$ cat src/rtl/iir_pkg.sv
// Shared constants for the 2-slow IIR front end: Q4.3 sample format and slot encoding.
package iir_pkg;

    localparam int DATA_W = 8;
    localparam int FRAC_W = 3;

    localparam logic SLOT_CH1 = 1'b0;
    localparam logic SLOT_CH2 = 1'b1;

endpackage

$ cat src/rtl/iir_2slow_interleaver_fifo.sv
// sample_fifo: per-channel sample buffer, show-ahead read (dout valid whenever !empty).
// Latency: a word pushed at edge k is readable from edge k+1; no write-through bypass.
// Backpressure: push ignored while full, pop ignored while empty; full/empty from the wrap-bit compare.
module sample_fifo #(
    parameter int DATA_W = 8,
    parameter int DEPTH  = 4
) (
    input  logic              clk,
    input  logic              rst,
    input  logic              push,
    input  logic [DATA_W-1:0] din,
    input  logic              pop,
    output logic [DATA_W-1:0] dout,
    output logic              full,
    output logic              empty
);

    localparam int AW = $clog2(DEPTH);
    localparam int PW = AW + 1;

    logic [DATA_W-1:0] mem [DEPTH];
    logic [PW-1:0]     wptr;
    logic [PW-1:0]     rptr;
    logic [PW-1:0]     count;

    // Extra wrap bit on each pointer distinguishes full from empty.
    assign count = wptr - rptr;
    assign full  = (wptr[AW] != rptr[AW]) && (wptr[AW-1:0] == rptr[AW-1:0]);
    assign empty = (count == '0);
    assign dout  = mem[rptr[AW-1:0]];

    always_ff @(posedge clk or posedge rst) begin
        if (rst) begin
            wptr <= '0;
            rptr <= '0;
        end else begin
            if (push && !full)
                wptr <= wptr + PW'(1);
            if (pop && !empty)
                rptr <= rptr + PW'(1);
        end
    end

    always_ff @(posedge clk) begin
        if (push && !full)
            mem[wptr[AW-1:0]] <= din;
    end

endmodule

$ cat src/rtl/iir_2slow_interleaver.sv
// Merges two buffered Q4.3 streams into one alternating stream: ch1 in even slots, ch2 in odd slots.
// Latency: registered output, 1-2 cycles from push; optional counters under IIR_ILV_UNDERRUN_CNT_EN.
// Backpressure: inputs see !full; the output never stalls, an empty slot repeats the last sample.
module iir_2slow_interleaver
    import iir_pkg::*;
#(
    parameter int DATA_W     = iir_pkg::DATA_W,
    parameter int FIFO_DEPTH = 4
) (
    input  logic              clk,
    input  logic              rst,
    input  logic [DATA_W-1:0] x1_data,
    input  logic              x1_valid,
    output logic              x1_ready,
    input  logic [DATA_W-1:0] x2_data,
    input  logic              x2_valid,
    output logic              x2_ready,
    input  logic              en,
    input  logic              clr_underrun,
    output logic [DATA_W-1:0] x_out,
    output logic              slot,
    output logic              out_valid,
    output logic [1:0]        underrun
`ifdef IIR_ILV_UNDERRUN_CNT_EN
    ,
    output logic [7:0]        underrun_cnt1,
    output logic [7:0]        underrun_cnt2
`endif
);

    logic              full1, empty1, full2, empty2;
    logic [DATA_W-1:0] dout1, dout2;
    logic [DATA_W-1:0] last1, last2;
    logic              slot_cnt;
    logic              pop1, pop2;
    logic [1:0]        new_ur;
    logic [DATA_W-1:0] nxt_x;

    assign x1_ready = ~full1;
    assign x2_ready = ~full2;

    sample_fifo #(.DATA_W(DATA_W), .DEPTH(FIFO_DEPTH)) u_fifo1 (
        .clk   (clk),
        .rst   (rst),
        .push  (x1_valid & x1_ready),
        .din   (x1_data),
        .pop   (pop1),
        .dout  (dout1),
        .full  (full1),
        .empty (empty1)
    );

    sample_fifo #(.DATA_W(DATA_W), .DEPTH(FIFO_DEPTH)) u_fifo2 (
        .clk   (clk),
        .rst   (rst),
        .push  (x2_valid & x2_ready),
        .din   (x2_data),
        .pop   (pop2),
        .dout  (dout2),
        .full  (full2),
        .empty (empty2)
    );

    // Slot selection: pop the owning channel, or repeat its last sample and flag an underrun.
    always_comb begin
        pop1   = 1'b0;
        pop2   = 1'b0;
        new_ur = 2'b00;
        nxt_x  = '0;
        if (en) begin
            if (slot_cnt == SLOT_CH1) begin
                if (!empty1) begin
                    pop1  = 1'b1;
                    nxt_x = dout1;
                end else begin
                    nxt_x     = last1;
                    new_ur[0] = 1'b1;
                end
            end else begin
                if (!empty2) begin
                    pop2  = 1'b1;
                    nxt_x = dout2;
                end else begin
                    nxt_x     = last2;
                    new_ur[1] = 1'b1;
                end
            end
        end
    end

    always_ff @(posedge clk or posedge rst) begin
        if (rst) begin
            x_out     <= '0;
            slot      <= SLOT_CH1;
            out_valid <= 1'b0;
            slot_cnt  <= SLOT_CH1;
            last1     <= '0;
            last2     <= '0;
            underrun  <= 2'b00;
        end else begin
            x_out     <= nxt_x;
            out_valid <= en;
            slot      <= en ? slot_cnt : SLOT_CH1;
            slot_cnt  <= en ? ~slot_cnt : SLOT_CH1;
            if (pop1)
                last1 <= dout1;
            if (pop2)
                last2 <= dout2;
            // A fresh underrun survives a simultaneous clear.
            underrun  <= clr_underrun ? new_ur : (underrun | new_ur);
        end
    end

`ifdef IIR_ILV_UNDERRUN_CNT_EN
    always_ff @(posedge clk or posedge rst) begin
        if (rst) begin
            underrun_cnt1 <= 8'd0;
            underrun_cnt2 <= 8'd0;
        end else begin
            if (clr_underrun)
                underrun_cnt1 <= {7'd0, new_ur[0]};
            else if (new_ur[0] && underrun_cnt1 != 8'hFF)
                underrun_cnt1 <= underrun_cnt1 + 8'd1;
            if (clr_underrun)
                underrun_cnt2 <= {7'd0, new_ur[1]};
            else if (new_ur[1] && underrun_cnt2 != 8'hFF)
                underrun_cnt2 <= underrun_cnt2 + 8'd1;
        end
    end
`endif

endmodule
$ cat config.mk
export PLATFORM = sky130hd
export DESIGN_NAME = iir_2slow_interleaver
export DESIGN_NICKNAME = d
export VERILOG_FILES = /design/src/rtl/iir_pkg.sv /design/src/rtl/iir_2slow_interleaver_fifo.sv /design/src/rtl/iir_2slow_interleaver.sv
export SDC_FILE = /design/constraint.sdc
export NUM_CORES = 1
export LEC_CHECK = 0
export CORE_MARGIN = 2
export CORE_UTILIZATION = 57
export DETAILED_ROUTE_END_ITERATION = 10
export GPL_ROUTABILITY_DRIVEN = 0
export PLACE_DENSITY_LB_ADDON = 0.25
export SLEW_MARGIN = 5
export SYNTH_ARGS = -nofsm -noshare
export SYNTH_HDL_FRONTEND = slang
export SYNTH_SLANG_ARGS = --single-unit
$ cat constraint.sdc
create_clock -name clk -period 2.81 [get_ports clk]
set_input_delay 0.281 -clock clk [delete_from_list [all_inputs] [get_ports clk]]
set_output_delay 0.281 -clock clk [all_outputs]
set_load 0.01 [all_outputs]
After elaboration in Yosys (flattened, before gate mapping)

Memory sizes are Yosys's and may differ from the RTL's.
Index checks and enable logic that the tools add are counted.

Flip-flop bits (word level): 41
Latch bits: 0
Memory bits (writable): 64
Memory bits (read-only): 0
Input port bits: 22
Output and inout port bits: 14
Word-level logic and storage cells: 63
Memories kept: 2

Memory list:

| name        | depth | bits a word | rd ports | clocked after memory_dff | wr ports | RTL line                         | RTL |
|---|---|---|---|---|---|---|---|
| u_fifo1.mem | 4     | 8           | 1        | 0                        | 1        | iir_2slow_interleaver_fifo.sv:21 | `logic [DATA_W-1:0] mem [DEPTH];` |
| u_fifo2.mem | 4     | 8           | 1        | 0                        | 1        | iir_2slow_interleaver_fifo.sv:21 |  |

Add/subtract/negate cells: 6
Multiply operators: 0
Div/mod/pow operators: 0
$lt $le $gt $ge: 0
Eq/ne operators: 4
Shift operators: 0
Mux-type cells: 22
Bitwise logic cells: 6
Reduce and logical (&&, ||, !) cells: 12

Operators with widths:

| kind                                         | number |
|---|---|
| 2-to-1 mux 8 bit                             | 4 |
| 2-to-1 mux 1 bit                             | 16 |
| adder 3 x 1 -> 3 bit (second input constant) | 4 |
| logical AND 1 bit                            | 6 |
| logical NOT 3 bit                            | 2 |
| subtractor 3 bit                             | 2 |
| equality test 2 bit                          | 2 |
| logical NOT 1 bit                            | 4 |
| 2-to-1 mux 2 bit                             | 2 |
| inverter 1 bit                               | 3 |
| bitwise AND 1 bit                            | 2 |
| != test 1 bit                                | 2 |
| OR 2 bit                                     | 1 |

Logic depth before layout (Yosys ltp)

Word-level depth: 7
Depth in mapped cells: 9

Hierarchy

Synthesis repeated with hierarchy kept, for this count alone.

Cell total of the unflattened synthesis: 257
Area, all modules: 4454.3 um^2

Modules (own cells, without submodules):

| module                | instances | cells an instance | area an instance (um^2) | seq. area each (um^2) |
|---|---|---|---|---|
| sample_fifo           | 2         | 83                | 1602.8                  | 1111.1 |
| iir_2slow_interleaver | 1         | 91                | 1248.7                  | 725.7 |

Least setup slack after synthesis

Ideal clock, no wire load.

Kind: register to register
Start: register u_fifo1.rptr[1]
End: register x_out[1]
Arrival: 1.943 ns
Data required time: 2.686 ns
Slack: 0.743 ns
Stages on the path, launching flop included: 9
Buffers on the path: 1
Clock period less this slack: 2.067 ns
Cells stage by stage: dfrtp_1 clkbuf_1 inv_1 ha_1 nand2b_1 xnor2_1 nor2_2 a32o_1 a211o_1

Cells in the longest elaborated chain, start to end: 5
Elaborated cells on any way between the ends: 6
Those cells by class: 1 x add/sub; 3 x mux; 1 x reduce/logical; 1 x memory

Ends and longest elaborated chain:

| element                  | RTL line                         | RTL |
|---|---|---|
| start: declaration       | iir_2slow_interleaver_fifo.sv:23 | `logic [PW-1:0] rptr;` |
| start signal: assignment | iir_2slow_interleaver_fifo.sv:40 | `rptr <= rptr + PW'(1);` |
| subtractor 3 bit         | iir_2slow_interleaver_fifo.sv:27 | `assign count = wptr - rptr;` |
| logical NOT 3 bit        | iir_2slow_interleaver_fifo.sv:29 | `assign empty = (count == '0);` |
| 2-to-1 mux 8 bit (*)     | iir_2slow_interleaver.sv:72      | `if (!empty1) begin` |
| 2-to-1 mux 8 bit (*)     | iir_2slow_interleaver.sv:71      | `if (slot_cnt == SLOT_CH1) begin` |
| 2-to-1 mux 8 bit (*)     | iir_2slow_interleaver.sv:70      | `if (en) begin` |
| net nxt_x[1]             | iir_2slow_interleaver.sv:37      | `logic [DATA_W-1:0] nxt_x;` |
| end signal: assignment   | iir_2slow_interleaver.sv:101     | `x_out <= nxt_x;` |
| end: declaration         | iir_2slow_interleaver.sv:20      | `output logic [DATA_W-1:0] x_out,` |

Mark *: on every way through the listed nets, which the timed path passes. The rest lies on a longest branch.
A chain may end at the register's enable or synchronous reset.

Worst setup path after layout

Start: register u_fifo2.rptr[1]
End: output x2_ready

Cells in the longest elaborated chain, start to end: 3

Ends and longest elaborated chain:

| element                  | RTL line                         | RTL |
|---|---|---|
| start: declaration       | iir_2slow_interleaver_fifo.sv:23 |  |
| start signal: assignment | iir_2slow_interleaver_fifo.sv:40 |  |
| equality test 2 bit      | iir_2slow_interleaver_fifo.sv:28 | `assign full = (wptr[AW] != rptr[AW]) && (wptr[AW-1:0] == rptr[AW-1:0]);` |
| logical AND 1 bit        | iir_2slow_interleaver_fifo.sv:28 |  |
| inverter 1 bit           | iir_2slow_interleaver.sv:40      | `assign x2_ready = ~full2;` |
| end: declaration         | iir_2slow_interleaver.sv:17      | `output logic x2_ready,` |

No other way between the ends.

==> summary.md <==
| Metric | Value |
|---|---|
| Final Skew | `0.0178 ns` |
| Area contributors post-synth | `edfxtp_1, dfrtp_1, mux4_2` |
| Worst-Skew Late Latency | `0.37 ns` |
| Routed wire per std cell | `17.7 µm` |
| HPWL after detailed placement | `4.89 mm` |
| Crit path max fanout | `11` |
| Min cycle time layout | `2.46 ns` |
| TNS Setup | `0 ns` |
| Clk pin slew, worst setup/hold paths | `0.11 ns` |
| Relative slew slack | `65.0%` |
| First-pass GRT wire length | `11.6 mm` |
| Startpoint Class | `flop` |
| DRC Markers | `0` |
| Reg2Reg Depth | `7` |
| Core ar. | `7290 µm²` |
| Final worst slack | `0.354 ns` |
| CP arrival | `2.17 ns` |
| WP data required | `roughly 2.5 ns` |
| Rows | `31` |
| Cts hold-fix bufs | `0` |
| Clock sinks | `around 110` |
| Fmax achieved | `0.407 GHz` |
| Reg2Reg Setup Slack | `around 0.5 ns` |
| Port Buffer Count | `35` |
| Resize count post-CTS | `0` |
| Antenna diodes | `0` |
| Antenna viol nets, final | `0` |
| Starting Density | `between 50% and 60%` |
| H-tree Lvls | `3` |
| Synth Register Bits | `105` |
| Pre-antenna DRT Iters | `4` |
| Max_cap viols | `0` |
| Static leakage | `2.03 nW` |
| Vias in the first global route | `2283` |
| Final Util | `a little under 70%` |
| GR met2 Demand/Resource | `28.9%` |
| TritonCTS Buffers | `9` |
| Ratio of cells with drive above 1 in the final layout | `14.3%` |
| Post-synth cell types | `30` |
| Root buffer cell | `clkbuf_8` |
| Fill cells | `507` |
| Final hold violations | `0` |
| # Post-CTS Setup Buffers | `0` |
| Io pins | `36` |
| Via count | `2210` |
| Tightest Hold Check Type | `primary input to asynchronous set/reset pin` |
| Synth Warn # | `0` |
| Initial antenna violation count | `0` |
| Grt met3 use | `6.14%` |
| Pre-CTS WS | `0.532 ns` |
| Critical Path Sink Type | `output port` |
| Critical Path Source | `u_fifo2.rptr[1]$_DFFE_PP0P_` |
| Final setup fails | `0` |
| Top Usage Layer GRT | `met2` |
| P&R area growth vs syn | `15.6%` |
| Part of the Yosys area used for sequential elements | `around 68%` |
| Crit path kind | `flop to output port` |
| Met1 Use GR | `25.6%` |
| Die area | `8290 µm²` |
| DR vias/cell | `between 5 and 6` |
| Worst flop-to-flop path startpoint | `u_fifo2.rptr[1]$_DFFE_PP0P_` |
| Detailed Route WL | `7.09 mm` |
| Post-synthesis cell count | `between 200 and 300` |
| Final period util | `between 80% and 90%` |
| Worst-margin pin slew | `0.525 ns` |
| CTS tree | `done` |
| Final Max Slew Viols | `0` |
| Iteration-0 DRC Markers | `112` |
| Nets | `332` |
| Max clock buf depth | `2` |
| Synth Cell Area | `between 4000 and 5000 µm²` |
| Maximum vdd ir drop | `463 µV` |
| Reg2reg end | `x_out[6]$_DFF_PP0_` |
| Die H | `91.0 µm` |
| Post-synth net total | `292` |
| Pwr Density | `1040 nW/µm²` |
| Cell taking the most area after synthesis | `edfxtp_1` |
| Total congestion overflow | `0` |
| Top-area cell type share of the netlist area | `44.5%` |
| Die Span X | `91.0 µm` |
| Syn Area/Cell | `16.9 µm²` |
| Crit path to | `x2_ready` |
| Register Area | `2950 µm²` |
| Area of the multi-input gates | `1290 µm²` |
| Largest net degree at the start of global routing | `42` |
| GRT Util Overall | `18.6%` |
| Status | `complete, no violations` |
| Unrepaired setup endpoints after global routing | `no` |
[per-layer routing]
metal / part of all wire, % / wire [µm]
met5: 0 / 0
met4: 1.3 / 90
met3: 3.9 / 277
met2: 49 / 3460
met1: 46 / 3270
[area by class of cell]
cell class | instances | area share, %
Clock inverter | 7 | 1.98
Timing Repair Buffer | 38 | 7.47
Inverter | 10 | 0.752
Clock buffer | 9 | 2.48
Multi-Input combinational cell | 132 | 25.8
Sequential cell | 105 | 59.1
Tap cell | 99 | 2.48
[critical path, stage by stage (launching register included)]
cell and delay (ns):
dfrtp_1 0.64, inv_1 0.09, ha_1 0.33, nand3_1 0.18, clkdlybuf4s50_1 0.57
[cell usage after synthesis (all sizes together)]
cell type / instances
edfxtp: 64
dfrtp: 41
nor2b: 19
mux4: 16
a21o: 14
ha: 14
inv: 10
and3: 8
nand2: 8
a211o: 7
a32o: 7
xnor2: 6
xor2: 6
clkbuf: 5
buf: 4
nand2b: 4
nand3: 4
nor2: 4
o21ai: 4
and2: 3
and2b: 3
a22o: 2
mux2: 2
nand4: 1
[flip-flops by register name, summed over array words and instances, names as in the netlist]
signal        count
x_out             8
u_fifo1.rptr      3
last1             8
u_fifo2.wptr      3
u_fifo1.mem      32
last2             8
u_fifo2.mem      32
u_fifo2.rptr      3
out_valid         1
underrun          2
u_fifo1.wptr      3
slot              1
slot_cnt          1
[cell usage in the layout, fill, tap and decap left out, types with 3 or more instances in the layout]
cell	count
xnor2_1	5
buf_4	3
mux4_2	16
xor2_1	5
nand2b_1	4
nand2_1	8
a32o_1	7
edfxtp_1	64
clkdlybuf4s50_1	35
and2b_1	3
inv_1	10
and2_1	3
and3_1	8
nand3_1	4
dfrtp_1	41
a211o_1	7
a21o_1	14
clkbuf_8	9
ha_1	14
nor2b_1	19
[power by group]
| part | leakage, nW | switching [mW] | internal, mW |
|---|---|---|---|
| Clock | 0.108 | 0.536 | 0.439 |
| Sequential | 1.10 | 0.262 | 2.13 |
| Combinational | 0.830 | 0.918 | 0.909 |
| Total | 2.03 | 1.72 | 3.48 |
[through the flow]
stage	instance area, µm²	total power, mW	hold slack, ns	std cells
after floorplan	4320	3.70	0.312	256
after global placement	4770	4.20	0.452	384
after detailed placement	4770	4.27	0.458	384
after CTS	4990	5.25	0.330	400
after global routing	4990	5.54	0.353	400
final	4990	5.20	0.327	400
[kinds of logic after synthesis]
family                   Yosys count  share of synthesized area [%]
AO/OA/AOI/OAI                     34                           6.87
XOR/XNOR                          12                           2.78
adder cells (fa/ha/maj)           14                           4.06
buffers and inverters             19                           1.91
flip-flops                       105                           68.3
multiplexers                      18                           8.87
AND/OR/NAND/NOR                   54                           7.22
[how the worst min path moves through the flow]
| stage | to | start | cells past startpoint | slack (ns) |
|---|---|---|---|---|
| floorplan | out_valid$_DFF_PP0_ | en | 0 | 0.31 |
| global placement | last1[1]$_DFFE_PP0P_ | last1[1]$_DFFE_PP0P_ | 1 | 0.45 |
| detailed placement | last1[1]$_DFFE_PP0P_ | last1[1]$_DFFE_PP0P_ | 1 | 0.46 |
| CTS | last2[5]$_DFFE_PP0P_ | rst | 3 | 0.33 |
| global route | x_out[4]$_DFF_PP0_ | rst | 3 | 0.35 |
| finish | last2[4]$_DFFE_PP0P_ | rst | 3 | 0.33 |
Note: power is estimated with default switching activity, not from simulation.
==> patch: new RTL, same flow settings <==
Build with the macro `IIR_ILV_UNDERRUN_CNT_EN` defined.
--- a/src/rtl/iir_2slow_interleaver.sv
+++ b/src/rtl/iir_2slow_interleaver.sv
@@ -2,4 +2,6 @@
 // Latency: registered output, 1-2 cycles from push; optional counters under IIR_ILV_UNDERRUN_CNT_EN.
 // Backpressure: inputs see !full; the output never stalls, an empty slot repeats the last sample.
+`define IIR_ILV_UNDERRUN_CNT_EN
+
 module iir_2slow_interleaver
     import iir_pkg::*;
Check against the original RTL (old outputs only; new: underrun_cnt1 and underrun_cnt2): equivalent (equiv_simple and equiv_induct, registers matched by name and starting in step).
==> patch against the original RTL <==
  * Worst setup slack better by 93 ps
  * Wire length grew 35%
  * Register-to-register slack better by 60 ps
  * Synthesized area grew 21%
  * Via count is 39% higher
  * Die area up 20%
  * Sequential cell count up 16
  * Clock power grew 130%
  * Power rose by 35%
  * Count of clock-buffer cells in the layout increased by 9
  * Cell area increased by 29%
  * Critical path depth unchanged
  * Critical endpoint unchanged
  * Largest power group unchanged
  * Highest routed layer unchanged
==> patch: results (changes against the original RTL) <==
- Outcome: completed (unchanged)
- P_leak: 2.62 nW (was 2.03 nW)
- Worst IR Drop VDD: 0.610 mV (was 0.463 mV)
- Largest net degree at the start of global routing: 58 (was 42)
- Post-synth ARST share: 0.471 (was 0.390)
- Post-DP HPWL: 6120 µm (was 4890 µm)
- Placed Instances: 506 (was 384)
- Initial antenna violation count: 0 (unchanged)
- Num CTS Buffers: 17 (was 9)
- Cell count after synthesis: 354 (was 256)
- Post-synth EDFFs: 64 (unchanged)
- Vias: 3075 (was 2210)
- ANT cells: 0 (unchanged)
- Actual slew at the worst max-slew pin: 711 ps (was 525 ps)
- Postcts setup bufs: 0 (unchanged)
- Reg2reg setup slack: 560 ps (was 500 ps)
- CTS sink cnt: 121 (was 105)
- # port buffers: 51 (was 35)
- Reg-to-Reg Start: u_fifo1.wptr[0]$_DFFE_PP0N_ (was u_fifo2.rptr[1]$_DFFE_PP0P_)
- Synth cell count leaders: 64 x edfxtp_1, 57 x dfrtp_1, 18 x inv_1 (was 64 x edfxtp_1, 41 x dfrtp_1, 19 x nor2b_1)
- Syn_nets: 392 (was 292)
- Register area share after synthesis: 0.643 (was 0.683)
- Reg-to-reg endpoint: x_out[7]$_DFF_PP0_ (was x_out[6]$_DFF_PP0_)
- Final nets: 455 (was 332)
- Layout Cells excl Fill: 538 (was 400)
- Clk root buf: clkbuf_8 (unchanged)
- Area contributors post-synth: edfxtp_1 37%, dfrtp_1 27%, mux4_2 6.9% (was edfxtp_1 45%, dfrtp_1 24%, mux4_2 8.3%)
- Slowest CP cell: clkdlybuf4s50_1 (was dfrtp_1)
- Gates resized, CTS repair: 0 (unchanged)
- Via count of the first global-routing pass: 3258 (was 2283)
- Setup crit start: u_fifo2.wptr[0]$_DFFE_PP0N_ (was u_fifo2.rptr[1]$_DFFE_PP0P_)
- Worst-path clk slew: 60 ps (was 110 ps)
- DR iter-0 viols: 215 (was 112)
- Final WL: 9580 µm (was 7090 µm)
- Fillers: 541 (was 507)
- Critical Path AT: 2080 ps (was 2170 ps)
- Worst path max stage delay: 570 ps (was 640 ps)
- Max Clock Skew: 4.62 ps (was 17.8 ps)
- Worst-Skew Late Latency: 500 ps (was 370 ps)
- Tot GR Track Use: 0.211 (was 0.186)
- R2R depth: 8 (was 7)
- CTS H-tree depth: 4 (was 3)
- First-pass GRT wire length: 15900 µm (was 11600 µm)
- Layout cells sized above 1: 0.151 (was 0.143)
- Dpl cell area: 5840 µm² (was 4770 µm²)
- Synth cell types: 43 (was 30)
- DRT Pass-1 Iters: 4 (unchanged)
- CP max FO: 6 (was 11)
-- patch: cell types whose count changed after synthesis, moves of 6 or more --
cell | before | now
o32ai_1 | 0 | 8
dfrtp_1 | 41 | 57
inv_1 | 10 | 18
xnor2_1 | 5 | 13
nand2_1 | 8 | 14
nand3_1 | 4 | 11
nor3_1 | 0 | 6
nor2_1 | 2 | 15
a32o_1 | 7 | 0
-- patch: layer usage --
layer,wire (µm),part of all wire,track usage
met4,175,0.018,0.0801
met3,376,0.039,0.0520
met5,0,0,0
met2,4850,0.51,0.353
met1,4180,0.44,0.270
-- patch: final cells by class --
class / count / area [µm²] / area share
clock buffers: 18 / 418 / 0.0647
clock inverters: 14 / 198 / 0.0306
inverters: 18 / 67.6 / 0.0105
multi-input cells: 201 / 1730 / 0.267
flip-flops and latches: 121 / 3350 / 0.519
well taps: 108 / 135 / 0.0209
repair buffers: 58 / 563 / 0.0872
-- patch: worst min-delay path by stage --
stage,from,to,slack (ps)
after floorplan,en,out_valid$_DFF_PP0_,310
after global placement,last1[0]$_DFFE_PP0P_,last1[0]$_DFFE_PP0P_,460
after detailed placement,last2[4]$_DFFE_PP0P_,last2[4]$_DFFE_PP0P_,470
after CTS,en,out_valid$_DFF_PP0_,300
after global routing,en,out_valid$_DFF_PP0_,310
final,rst,underrun_cnt2[5]$_DFFE_PP0P_,300
-- patch: worst min-delay path, delay by kind of cell --
kind / cells / cell delay, ps
buf+inv: 3 / 1020
-- patch: cells by family (layout without fill, tap and decap cells) --
family	after synthesis	after routing	share of synthesized area
AOI/OAI and AO/OA	47	47	0.0711
xor gates and xnor gates	19	19	0.0363
muxes	21	21	0.0793
DFF	121	121	0.643
adders and majority gates	16	16	0.0384
and+or+nand+nor	98	98	0.106
buffers and inverters	32	108	0.0257
-- patch: per-stage QoR --
stage / util / setup WS [ps]
after floorplan: - / 556
after global routing: 0.733 / 323
after CTS: 0.733 / 413
after global placement: 0.663 / 501
final: 0.733 / 447
after detailed placement: 0.663 / 437
-- patch: power by group --
part,switching [mW],internal [mW]
logic,1.15,1.02
registers,0.237,2.39
clock network,0.776,1.44
